**src/rtl/pwm_duty_generator.sv**
```systemverilog
// ---------------------------------------------------------------------------
// pwm_duty_generator
//
// Generates a PWM waveform whose high time per period equals the applied
// duty value. A period is MAX clock cycles long. Duty updates are
// double-buffered: a loaded value waits in a shadow register and is applied
// at the next period boundary, so a period never changes shape mid-way.
// Dropping enable lets the current period finish (DRAIN) before idling.
//
// Ports:
//   clk          - system clock, rising edge
//   reset        - asynchronous active-low reset
//   enable       - run request, level-sensitive
//   duty_in      - new duty value (high cycles per period)
//   duty_load    - capture strobe for duty_in, sampled every edge
//   pwm_out      - PWM waveform (registered)
//   period_start - pulse in the count==0 cycle of every running period
//   duty_active  - duty value applied to the current period
//   pending      - a loaded duty is waiting for the next boundary
//   running      - high in RUN and DRAIN
// ---------------------------------------------------------------------------
module pwm_duty_generator #(
    parameter int WIDTH = 8,
    parameter int MAX   = 255
) (
    input  logic             clk,
    input  logic             reset,
    input  logic             enable,
    input  logic [WIDTH-1:0] duty_in,
    input  logic             duty_load,
    output logic             pwm_out,
    output logic             period_start,
    output logic [WIDTH-1:0] duty_active,
    output logic             pending,
    output logic             running
);

    typedef enum logic [1:0] {
        S_IDLE  = 2'd0,
        S_RUN   = 2'd1,
        S_DRAIN = 2'd2
    } state_t;

    localparam logic [WIDTH-1:0] LAST = WIDTH'(MAX - 1);
    localparam logic [WIDTH-1:0] MAXV = WIDTH'(MAX);

    state_t           r_state;
    logic [WIDTH-1:0] r_count;
    logic [WIDTH-1:0] r_shadow;
    logic [WIDTH-1:0] r_active;
    logic             r_pending;
    logic             r_pwm;
    logic             r_pstart;

    logic             w_at_last;
    logic             w_boundary;
    state_t           w_state_nxt;
    logic [WIDTH-1:0] w_count_nxt;
    logic [WIDTH-1:0] w_active_nxt;
    logic [WIDTH-1:0] w_shadow_nxt;
    logic             w_pending_nxt;
    logic [WIDTH-1:0] w_duty_eff;
    logic             w_run_nxt;

    assign w_at_last = (r_count == LAST);

    // A boundary is the edge that starts a new running period: leaving IDLE
    // with enable, or wrapping while enable is still requested. Wrapping
    // into IDLE is deliberately not a boundary, so no shadow transfer there.
    assign w_boundary = enable && ((r_state == S_IDLE) || w_at_last);

    always_comb begin
        w_state_nxt = r_state;
        w_count_nxt = r_count;
        if (r_state == S_IDLE) begin
            w_count_nxt = '0;
            if (enable) begin
                w_state_nxt = S_RUN;
            end
        end else if (enable) begin
            // RUN keeps running; DRAIN resumes RUN without restarting count
            w_state_nxt = S_RUN;
            w_count_nxt = w_at_last ? '0 : r_count + 1'b1;
        end else if (w_at_last) begin
            w_state_nxt = S_IDLE;
            w_count_nxt = '0;
        end else begin
            w_state_nxt = S_DRAIN;
            w_count_nxt = r_count + 1'b1;
        end
    end

    always_comb begin
        w_active_nxt  = r_active;
        w_shadow_nxt  = r_shadow;
        w_pending_nxt = r_pending;
        if (w_boundary && duty_load) begin
            // bypass: the value loaded on the boundary applies immediately
            w_active_nxt  = duty_in;
            w_shadow_nxt  = duty_in;
            w_pending_nxt = 1'b0;
        end else if (w_boundary) begin
            if (r_pending) begin
                w_active_nxt  = r_shadow;
                w_pending_nxt = 1'b0;
            end
        end else if (duty_load) begin
            w_shadow_nxt  = duty_in;
            w_pending_nxt = 1'b1;
        end
    end

    // Duty at or above MAX means no low cycle in the period
    assign w_duty_eff = (w_active_nxt >= MAXV) ? MAXV : w_active_nxt;
    assign w_run_nxt  = (w_state_nxt != S_IDLE);

    always_ff @(posedge clk or negedge reset) begin
        if (!reset) begin
            r_state   <= S_IDLE;
            r_count   <= '0;
            r_shadow  <= '0;
            r_active  <= '0;
            r_pending <= 1'b0;
            r_pwm     <= 1'b0;
            r_pstart  <= 1'b0;
        end else begin
            r_state   <= w_state_nxt;
            r_count   <= w_count_nxt;
            r_shadow  <= w_shadow_nxt;
            r_active  <= w_active_nxt;
            r_pending <= w_pending_nxt;
            // outputs registered from next-cycle values so they line up
            // with the count they describe
            r_pwm     <= w_run_nxt && (w_count_nxt < w_duty_eff);
            r_pstart  <= w_run_nxt && (w_count_nxt == '0);
        end
    end

    assign pwm_out      = r_pwm;
    assign period_start = r_pstart;
    assign duty_active  = r_active;
    assign pending      = r_pending;
    assign running      = (r_state != S_IDLE);

endmodule

```
**config.mk**
```make
export PLATFORM = sky130hd
export DESIGN_NAME = pwm_duty_generator
export DESIGN_NICKNAME = d
export VERILOG_FILES = /design/src/rtl/pwm_duty_generator.sv
export SDC_FILE = /design/constraint.sdc
export NUM_CORES = 1
export LEC_CHECK = 0
export BUFFER_PORTS_ARGS = -buffer_cell sky130_fd_sc_hd__buf_2
export CAP_MARGIN = 5
export CORE_MARGIN = 2
export CORE_UTILIZATION = 56
export CTS_CLUSTER_DIAMETER = 30
export DETAILED_ROUTE_END_ITERATION = 8
export GPL_TIMING_DRIVEN = 0
export HOLD_SLACK_MARGIN = 0.1
export PLACE_DENSITY = 0.81
export RECOVER_POWER = 50
export SYNTH_ARGS = -nofsm -noshare
export SYNTH_HDL_FRONTEND = slang
export SYNTH_SLANG_ARGS = --single-unit
```
**constraint.sdc**
```tcl
create_clock -name clk -period 3.7 [get_ports clk]
set_input_delay 0.37 -clock clk [delete_from_list [all_inputs] [get_ports clk]]
set_output_delay 0.37 -clock clk [all_outputs]
set_load 0.03 [all_outputs]
```
# Word level (Yosys, flattened, before mapping)
# Cells that the tools add are included.
dict set report word_totals {
  ff_bits 29
  elab_cells 40
  in_bits 12
  output_inout_bits 12
}
dict set report op_classes {
  eq_ne 2
  n_reduce_logical 12
  addsub 1
  magnitude_cmp 2
  mux 16
}
# op n
set ops {}
lappend ops {{8-bit 2-to-1 mux} 9}
lappend ops {{8-bit by 1-bit adder with 8-bit output (second input constant)} 1}
lappend ops {{8-bit equality test (second input constant)} 1}
lappend ops {{8-bit >= comparator (second input constant)} 1}
lappend ops {{8-bit zero test} 1}
lappend ops {{8-bit < comparator} 1}
lappend ops {{2-bit 2-to-1 mux} 4}
lappend ops {{2-bit nonzero test} 3}
lappend ops {{1-bit logical AND} 4}
lappend ops {{1-bit 2-to-1 mux} 3}
lappend ops {{3-bit nonzero test} 1}
lappend ops {{2-bit zero test} 1}
lappend ops {{2-bit by 1-bit inequality test with 1-bit output (second input constant)} 1}
lappend ops {{2-bit AND reduction} 1}
lappend ops {{1-bit logical OR} 1}

# Longest topological paths before layout
# Gate-level depths: netlist of run 1.
dict set report depth {
  ltp_word 9
  depth_mapped 14
  depth_no_buf 13
}

# Worst setup path before layout of run 1
# Ideal clock, no wire load.
dict set report synth_timing {
  path_type {register to register}
  start {reg r_count[0]}
  end {reg r_pwm (netlist: pwm_out)}
  arrival_ns 2.604
  n_path_buf 1
  setup_ns 0.111
  slack_ns 0.985
  required_ns 3.589
  synth_period_minus_slack_ns 2.715
  path_stages_with_launch 14
  cell_sequence {dfrtp_1 -> inv_1 -> ha_1 -> and4_4 -> a21o_2 -> and2_1 -> buf_2 -> a221oi_1 -> ha_1 -> a21oi_1 -> nor2b_1 -> o21ai_0 -> o21ai_0 -> a2111oi_2}
}
dict set report synth_between {
  elab_chain_cells 9
  elab_cells_between_ends 17
  classes_between {1 x add/sub; 2 x order compare; 1 x eq/ne; 8 x mux; 5 x reduce/logical}
}
# element line
set synth_lines {}
lappend synth_lines {{start: declaration} 48} ;# logic [WIDTH-1:0] r_count;
lappend synth_lines {{start signal: assignment} 128} ;# r_count <= w_count_nxt;
lappend synth_lines {{8-bit equality test} 65} ;# assign w_at_last = (r_count == LAST);
lappend synth_lines {{1-bit logical OR} 70} ;# assign w_boundary = enable && ((r_state == S_IDLE) || w_at_last);
lappend synth_lines {{1-bit logical AND} 70}
lappend synth_lines {{8-bit 2-to-1 mux or 1-bit logical AND (tied branches)} {102, 97}}
lappend synth_lines {{8-bit 2-to-1 mux} 97} ;# if (w_boundary && duty_load) begin
lappend synth_lines {{8-bit >= comparator} 114} ;# assign w_duty_eff = (w_active_nxt >= MAXV) ? MAXV : w_active_nxt;
lappend synth_lines {{8-bit 2-to-1 mux} 114}
lappend synth_lines {{8-bit < comparator} 134} ;# r_pwm <= w_run_nxt && (w_count_nxt < w_duty_eff);
lappend synth_lines {{1-bit logical AND *} 134}
lappend synth_lines {{end signal: assignment} 134}
lappend synth_lines {{end: declaration} 52} ;# logic r_pwm;
# Mark *: on every way between the ends. The rest lies on a longest branch, timed or not.
# A chain may end at the register's enable or synchronous reset.

# Worst setup path after layout of run 1
# Ends and elaborated chain as after synthesis.

==> flow_metrics.env, run 1 <==
export IMPL_finalSetupViolCount=0
export IMPL_yosys_area_top_type_share_pct=45.8
export IMPL_slew_viol_final=30
export IMPL_arrival_ns=3.27
export IMPL_cts_buffers=5
export IMPL_min_from="duty_in[3]"
export IMPL_area_growth_pct=14.3
export IMPL_regToRegSetupSlack_ns=0.65
export IMPL_grt_max_degree=30
export IMPL_r2r_start="r_count[0]"
export IMPL_critical_path_class="flop to flop"
export IMPL_worstHoldEndpoint="r_shadow[3]"
export IMPL_die_y_um=57.2
export IMPL_syn_nets=175
export IMPL_fmaxAchievable_ghz=0.328
export IMPL_synth_area_top_cells="dfrtp_1, ha_1, mux2_2, a221o_1, a21oi_1"
export IMPL_regArea_um2=726
export IMPL_via_count=1322
export IMPL_violations="max-capacitance violations, max-slew violations"
export IMPL_final_cell_area_um2=1810
export IMPL_hold_depth=2
export IMPL_portBuffers=23
export IMPL_cellLeakagePower_nw=0.835
export IMPL_postSynthCellCount=154
export IMPL_path_max_fanout=10
export IMPL_layout_cells_non_filler=217
export IMPL_insertion_delay_ns=0.33
export IMPL_yosysUniqueCellTypes=40
export IMPL_syn_avg_cell_area_um2=10.3
export IMPL_outcome="finished with violations"
export IMPL_multiInputGateArea_um2=796
export IMPL_ant_nets=0
export IMPL_grt_pass1_wl_um=5820
export IMPL_powerDensity_nw_per_um2=513
export IMPL_path_clk_slew_ns=0.09
export IMPL_nets=206
export IMPL_drv_cap=1
export IMPL_ys_ff_latch=29
export IMPL_r2r_cells=12
export IMPL_finalHoldViolCount=0
export IMPL_clock_skew_ns=0.00705
export IMPL_wl_per_cell_um=15.5
export IMPL_first_pass_iters=4
export IMPL_ios=24
export IMPL_reg2reg_to="pwm_out"
export IMPL_fin_ws_ns=0.647
export IMPL_num_fill_cells=211
export IMPL_drtIter0Drc=69
export IMPL_routabilityCongestion=0.789
export IMPL_ys_seq_area_share_pct=45.8
export IMPL_finalCriticalPeriod_ns=3.05
export IMPL_slew_headroom_pct=-5.25
export IMPL_worst_slew_pin_slew_ns=1.58
export IMPL_hp_class="input pin to flop"
export IMPL_core_area_um2=2730
export IMPL_pre_cts_slack_ns=0.662
export IMPL_netlist_area_um2=1590
export IMPL_cts_root_buf="clkbuf_4"
export IMPL_fin_util_pct=66.3
export IMPL_endpoint_kind="flop"
export IMPL_yosysWarningCount=0
export IMPL_cts_tree="built"
export IMPL_cts_max_path_buffers=2
export IMPL_rsz0062_at_grt="false"
export IMPL_cts_max_level=2
export IMPL_drc=0
export IMPL_dpl_cell_count=208
export IMPL_required_ns=3.92
export IMPL_place_hpwl_um=2430
export IMPL_vdd_ir_drop_max_uv=361
export IMPL_yosys_area_top_type="dfrtp_1"
export IMPL_setup_tns_ns=0
export IMPL_cts_resized=0
export IMPL_drive_gt1_share_pct=21.5
export IMPL_dieArea_um2=3270
export IMPL_antenna_found_initial=0
export IMPL_drt_vias_per_instance=6.09
export IMPL_grt_pass1_vias=1299
export IMPL_insertedDiodeCount=0
export IMPL_grt_remaining_overflow=0
export IMPL_cts_sinks=29
export IMPL_die_w_um=57.2
export IMPL_track_usage_pct=23.6
export IMPL_place_area_um2=1740
export IMPL_critPathLaunchType="flop"
export IMPL_rows=19
export IMPL_final_period_utilization_pct=82.5
export IMPL_start_util_pct=58.0
export IMPL_routed_wl_um=3370
[Yosys cell counts, drive strengths merged]
cell,count
a211oi,1
mux2,6
and4,2
o32ai,1
nor2,15
xnor2,3
a31oi,1
o31ai,1
and2,1
a41o,1
clkbuf,4
a21oi,12
nor3b,1
buf,5
nand3,10
a221oi,6
dfrtp,29
nand4,1
nand3b,1
a221o,6
a22oi,1
o21ai,5
a2111oi,1
o211a,1
inv,5
a21o,3
ha,9
nand2b,6
nand2,8
or4,1
nor2b,3
a22o,1
xor2,2
mux2i,1
[layout by cell type (no fill, tap or decap), types with 3 or more instances in the layout]
| cell type | synthesis | final |
|---|---|---|
| clkbuf_1 | 4 | 11 |
| nand2b_1 | 6 | 6 |
| nor2_1 | 14 | 14 |
| nor2b_1 | 3 | 3 |
| a221o_1 | 6 | 6 |
| clkbuf_4 | 0 | 5 |
| dfrtp_1 | 29 | 29 |
| inv_1 | 5 | 5 |
| nand2_1 | 8 | 8 |
| mux2_2 | 6 | 6 |
| buf_2 | 3 | 20 |
| xnor2_1 | 3 | 3 |
| ha_1 | 9 | 9 |
| nand3_1 | 10 | 10 |
| a21oi_1 | 11 | 11 |
| o21ai_0 | 5 | 5 |
| a221oi_1 | 6 | 6 |
[routing by layer]
layer | track usage (%) | vias to the layer above | part of all wire [%]
li1 | - | 635 | -
met1 | 30.1 | 635 | 44
met2 | 36.5 | 41 | 48
met3 | 6.80 | 11 | 5.3
met4 | 12.6 | 0 | 2.6
met5 | 0 | - | 0
[timing repair]
item | in CTS | in global routing
setup buffers | 0 | 0
hold endpoints to repair | 29 | 0
hold buffers | 1 | 0
[cells by family after synthesis]
group                      synth area share (%)
xor gates and xnor gates                   2.76
and+or+nand+nor                            16.1
muxes                                      4.89
buffers and inverters                      4.02
adders and majority gates                  7.10
DFF                                        45.8
AOI/OAI and AO/OA                          19.3
[flip-flops by register name, summed over array words and instances (netlist names)]
register / count
r_shadow: 8
r_state: 2
r_count: 8
pwm_out: 1
duty_active: 8
pending: 1
period_start: 1
[power breakdown]
part	internal (mW)	switching, mW	leakage (nW)
registers	0.365	0.0458	0.355
clock network	0.110	0.110	0.0413
logic	0.120	0.180	0.439
[cell type report]
cell class	instances	area share [%]
clock buffer	7	3.59
buffer	9	2.49
sequential	29	40.1
tap	31	2.14
inverter	5	1.04
clock inverter	1	0.276
multi-input combinational	111	43.9
timing repair buffer	24	6.49
[metrics by stage]
step / hold slack (ns) / total power [mW]
final: 0.254 / 0.930
after global routing: 0.251 / 0.983
after CTS: 0.223 / 0.938
after detailed placement: 0.433 / 0.716
after global placement: 0.425 / 0.701
after floorplan: 0.0744 / 0.627
[how the worst max path moves through the flow]
stage | from | depth (start not counted) | slack [ns] | to
5_1_grt | r_count[0] | 12 | 0.39 | pwm_out
4_1_cts | r_count[0] | 12 | 0.64 | pwm_out
6_report | r_count[0] | 12 | 0.65 | pwm_out
2_1_floorplan | r_count[0] | 13 | 0.99 | pwm_out
3_3_place_gp | r_count[0] | 12 | 0.67 | pwm_out
3_5_place_dp | r_count[0] | 12 | 0.66 | pwm_out
[worst max-delay path: stages, from the launching register on]
cell and delay, ns:
dfrtp_1 0.50, inv_1 0.08, ha_1 0.22, and4_4 0.17, a21o_2 0.21, and2_1 0.19, buf_2 0.19, a221oi_1 0.32
ha_1 0.31, a21o_1 0.16, a21oi_1 0.14, o21ai_0 0.10, a2111oi_2 0.36
Power figures use the tool's default switching activity.
==> inputs of run 2 (changes only) <==
==> constraint.sdc (replaced) <==
create_clock -name clk -period 2.84 [get_ports clk]
set_input_delay 0.284 -clock clk [delete_from_list [all_inputs] [get_ports clk]]
set_output_delay 0.284 -clock clk [all_outputs]
set_load 0.03 [all_outputs]
==> run 2 against run 1 <==
  * Largest cell class unchanged
  * Hold slack got worse by 0.082 ns
  * Sequential power rose by 28%
  * Highest routed layer unchanged
  * Largest power group unchanged
  * Routed wire length rose by 3.1%
  * Global-route usage rose by 0.37 points
  * Power rose by 34%
  * The flow still finishes with violations (max-capacitance violations, max-slew violations)
  * First-iteration DRC count rose by 10%
  * Critical path depth rose by 1
  * Non-clock buffer count rose by 4
  * Worst setup slack got worse by 0.53 ns
  * Clock skew rose by 0.0032 ns
  * Sequential share of layout area fell by 1.5 points
==> flow_metrics.env, run 2 (same netlist as run 1, synthesis figures left out) <==
export IMPL_outcome="finished with violations"
export IMPL_violations="max-capacitance violations, max-slew violations"
export IMPL_final_cell_area_um2=1890
export IMPL_wl_per_cell_um=15.7
export IMPL_cts_max_level=2
export IMPL_worstHoldEndpoint="r_shadow[3]"
export IMPL_place_area_um2=1740
export IMPL_slew_headroom_pct=-4.10
export IMPL_insertedDiodeCount=0
export IMPL_portBuffers=23
export IMPL_grt_pass1_wl_um=5900
export IMPL_insertion_delay_ns=0.33
export IMPL_hold_depth=2
export IMPL_r2r_start="r_count[0]"
export IMPL_ant_nets=0
export IMPL_swShare_pct=36.1
export IMPL_worst_slew_pin_slew_ns=1.56
export IMPL_clock_skew_ns=0.0103
export IMPL_endpoint_kind="flop"
export IMPL_first_pass_iters=4
export IMPL_arrival_ns=2.96
export IMPL_routabilityCongestion=0.789
export IMPL_cts_root_buf="clkbuf_4"
export IMPL_timing_hold_ws_ns=0.172
export IMPL_combPwrFrac_pct=34.7
export IMPL_die_w_um=57.2
export IMPL_path_clk_slew_ns=0.10
export IMPL_critical_path_class="flop to flop"
export IMPL_die_y_um=57.2
export IMPL_drt_vias_per_instance=6.11
export IMPL_vdd_ir_drop_max_uv=456
export IMPL_path_max_fanout=10
export IMPL_track_usage_pct=24.0
export IMPL_grt_remaining_overflow=0
export IMPL_r2r_cells=13
export IMPL_fin_util_pct=69.1
export IMPL_finalSetupViolCount=0
export IMPL_dieArea_um2=3270
export IMPL_drc=0
export IMPL_power_mw=1.25
export IMPL_grt_pass1_vias=1297
export IMPL_power_frac_clock_pct=23.1
export IMPL_finalHoldViolCount=0
export IMPL_cts_buffers=5
export IMPL_core_area_um2=2730
export IMPL_min_from="duty_in[3]"
export IMPL_drtIter0Drc=76
export IMPL_via_count=1350
export IMPL_hp_class="input pin to flop"
export IMPL_fmaxAchievable_ghz=0.367
export IMPL_p_int_mw=0.798
export IMPL_finalCriticalPeriod_ns=2.73
export IMPL_nets=210
export IMPL_setup_tns_ns=0
export IMPL_ios=24
export IMPL_drv_cap=1
export IMPL_reg2reg_to="pwm_out"
export IMPL_antenna_found_initial=0
export IMPL_final_common_cell="dfrtp_1"
export IMPL_start_util_pct=58.0
export IMPL_grt_max_degree=30
export IMPL_place_hpwl_um=2430
export IMPL_cts_max_path_buffers=2
export IMPL_routed_wl_um=3470
export IMPL_required_ns=3.07
export IMPL_cts_sinks=29
export IMPL_num_fill_cells=207
export IMPL_cellLeakagePower_nw=0.864
export IMPL_area_growth_pct=19.1
export IMPL_powerDensity_nw_per_um2=661
export IMPL_final_period_utilization_pct=96.0
export IMPL_sequentialPowerShare_pct=42.2
export IMPL_rows=19
export IMPL_power_switching_mw=0.450
export IMPL_regToRegSetupSlack_ns=0.11
export IMPL_most_common_layout_cells="dfrtp_1, buf_2, nor2_1"
export IMPL_drive_gt1_share_pct=26.8
export IMPL_slew_viol_final=30
export IMPL_critPathLaunchType="flop"
export IMPL_cts_tree="built"
run 2: power groups by stage:
stage	combinational (mW)	sequential [mW]	clock, mW
2_1_floorplan	0.214	0.603	0
6_report	0.433	0.527	0.289
3_5_place_dp	0.393	0.540	0
5_1_grt	0.472	0.537	0.306
4_1_cts	0.421	0.526	0.295
3_3_place_gp	0.377	0.536	0
run 2: layout make-up:
class | count | area, um^2 | area share [%]
Multi-Input combinational cell | 111 | 825 | 43.7
Tap cell | 31 | 38.8 | 2.05
Sequential cell | 29 | 728 | 38.6
Buffer | 9 | 58.8 | 3.11
Timing Repair Buffer | 28 | 149 | 7.89
Inverter | 5 | 18.8 | 0.994
Clock inverter | 1 | 5.00 | 0.265
Clock buffer | 7 | 65.1 | 3.45
run 2: timing repair:
action | 4_1_cts | 5_1_grt
endpoints found under the setup margin | 1 | 1
hold endpoints to repair | 29 | 0
pin swaps | 1 | 4
buffers inserted | 2 | 2
resized for setup | 7 | 7
cloned | 0 | 0
hold buffers | 1 | 0
run 2: how the worst max path moves through the flow:
stage | startpoint | to | slack, ns | depth (start not counted)
after CTS | r_count[1] | pwm_out | 0.02 | 12
after global routing | r_count[1] | pwm_out | -0.003 | 12
final | r_count[0] | pwm_out | 0.11 | 13
after detailed placement | r_count[0] | pwm_out | -0.20 | 12
after floorplan | r_count[0] | pwm_out | 0.13 | 13
after global placement | r_count[0] | pwm_out | -0.19 | 12
run 2: stage by stage:
| stage | cells | setup WS (ns) |
|---|---|---|
| 2_1_floorplan | 154 | 0.125 |
| 3_3_place_gp | 208 | -0.185 |
| 3_5_place_dp | 208 | -0.198 |
| 4_1_cts | 219 | 0.0208 |
| 5_1_grt | 221 | -0.00250 |
| 6_report | 221 | 0.114 |
run 2: worst max-delay path, cell delays in order, from the launching register on:
cell and delay, ns:
dfrtp_2 0.37, inv_1 0.04, ha_1 0.20, and4_4 0.17, a21o_2 0.22, and2_1 0.20
buf_6 0.15, a221oi_2 0.24, ha_1 0.29, buf_4 0.14, nand4_1 0.10, nor2_1 0.07
o211a_1 0.15, a2111oi_4 0.28
run 2: layer usage:
metal / vias to the layer above / part of all wire, % / global-route usage, %
met5: - / 0 / 0
met4: 0 / 2.0 / 11.6
met3: 8 / 5.3 / 6.35
met2: 49 / 50 / 38.3
met1: 653 / 43 / 30.3
li1: 640 / - / -
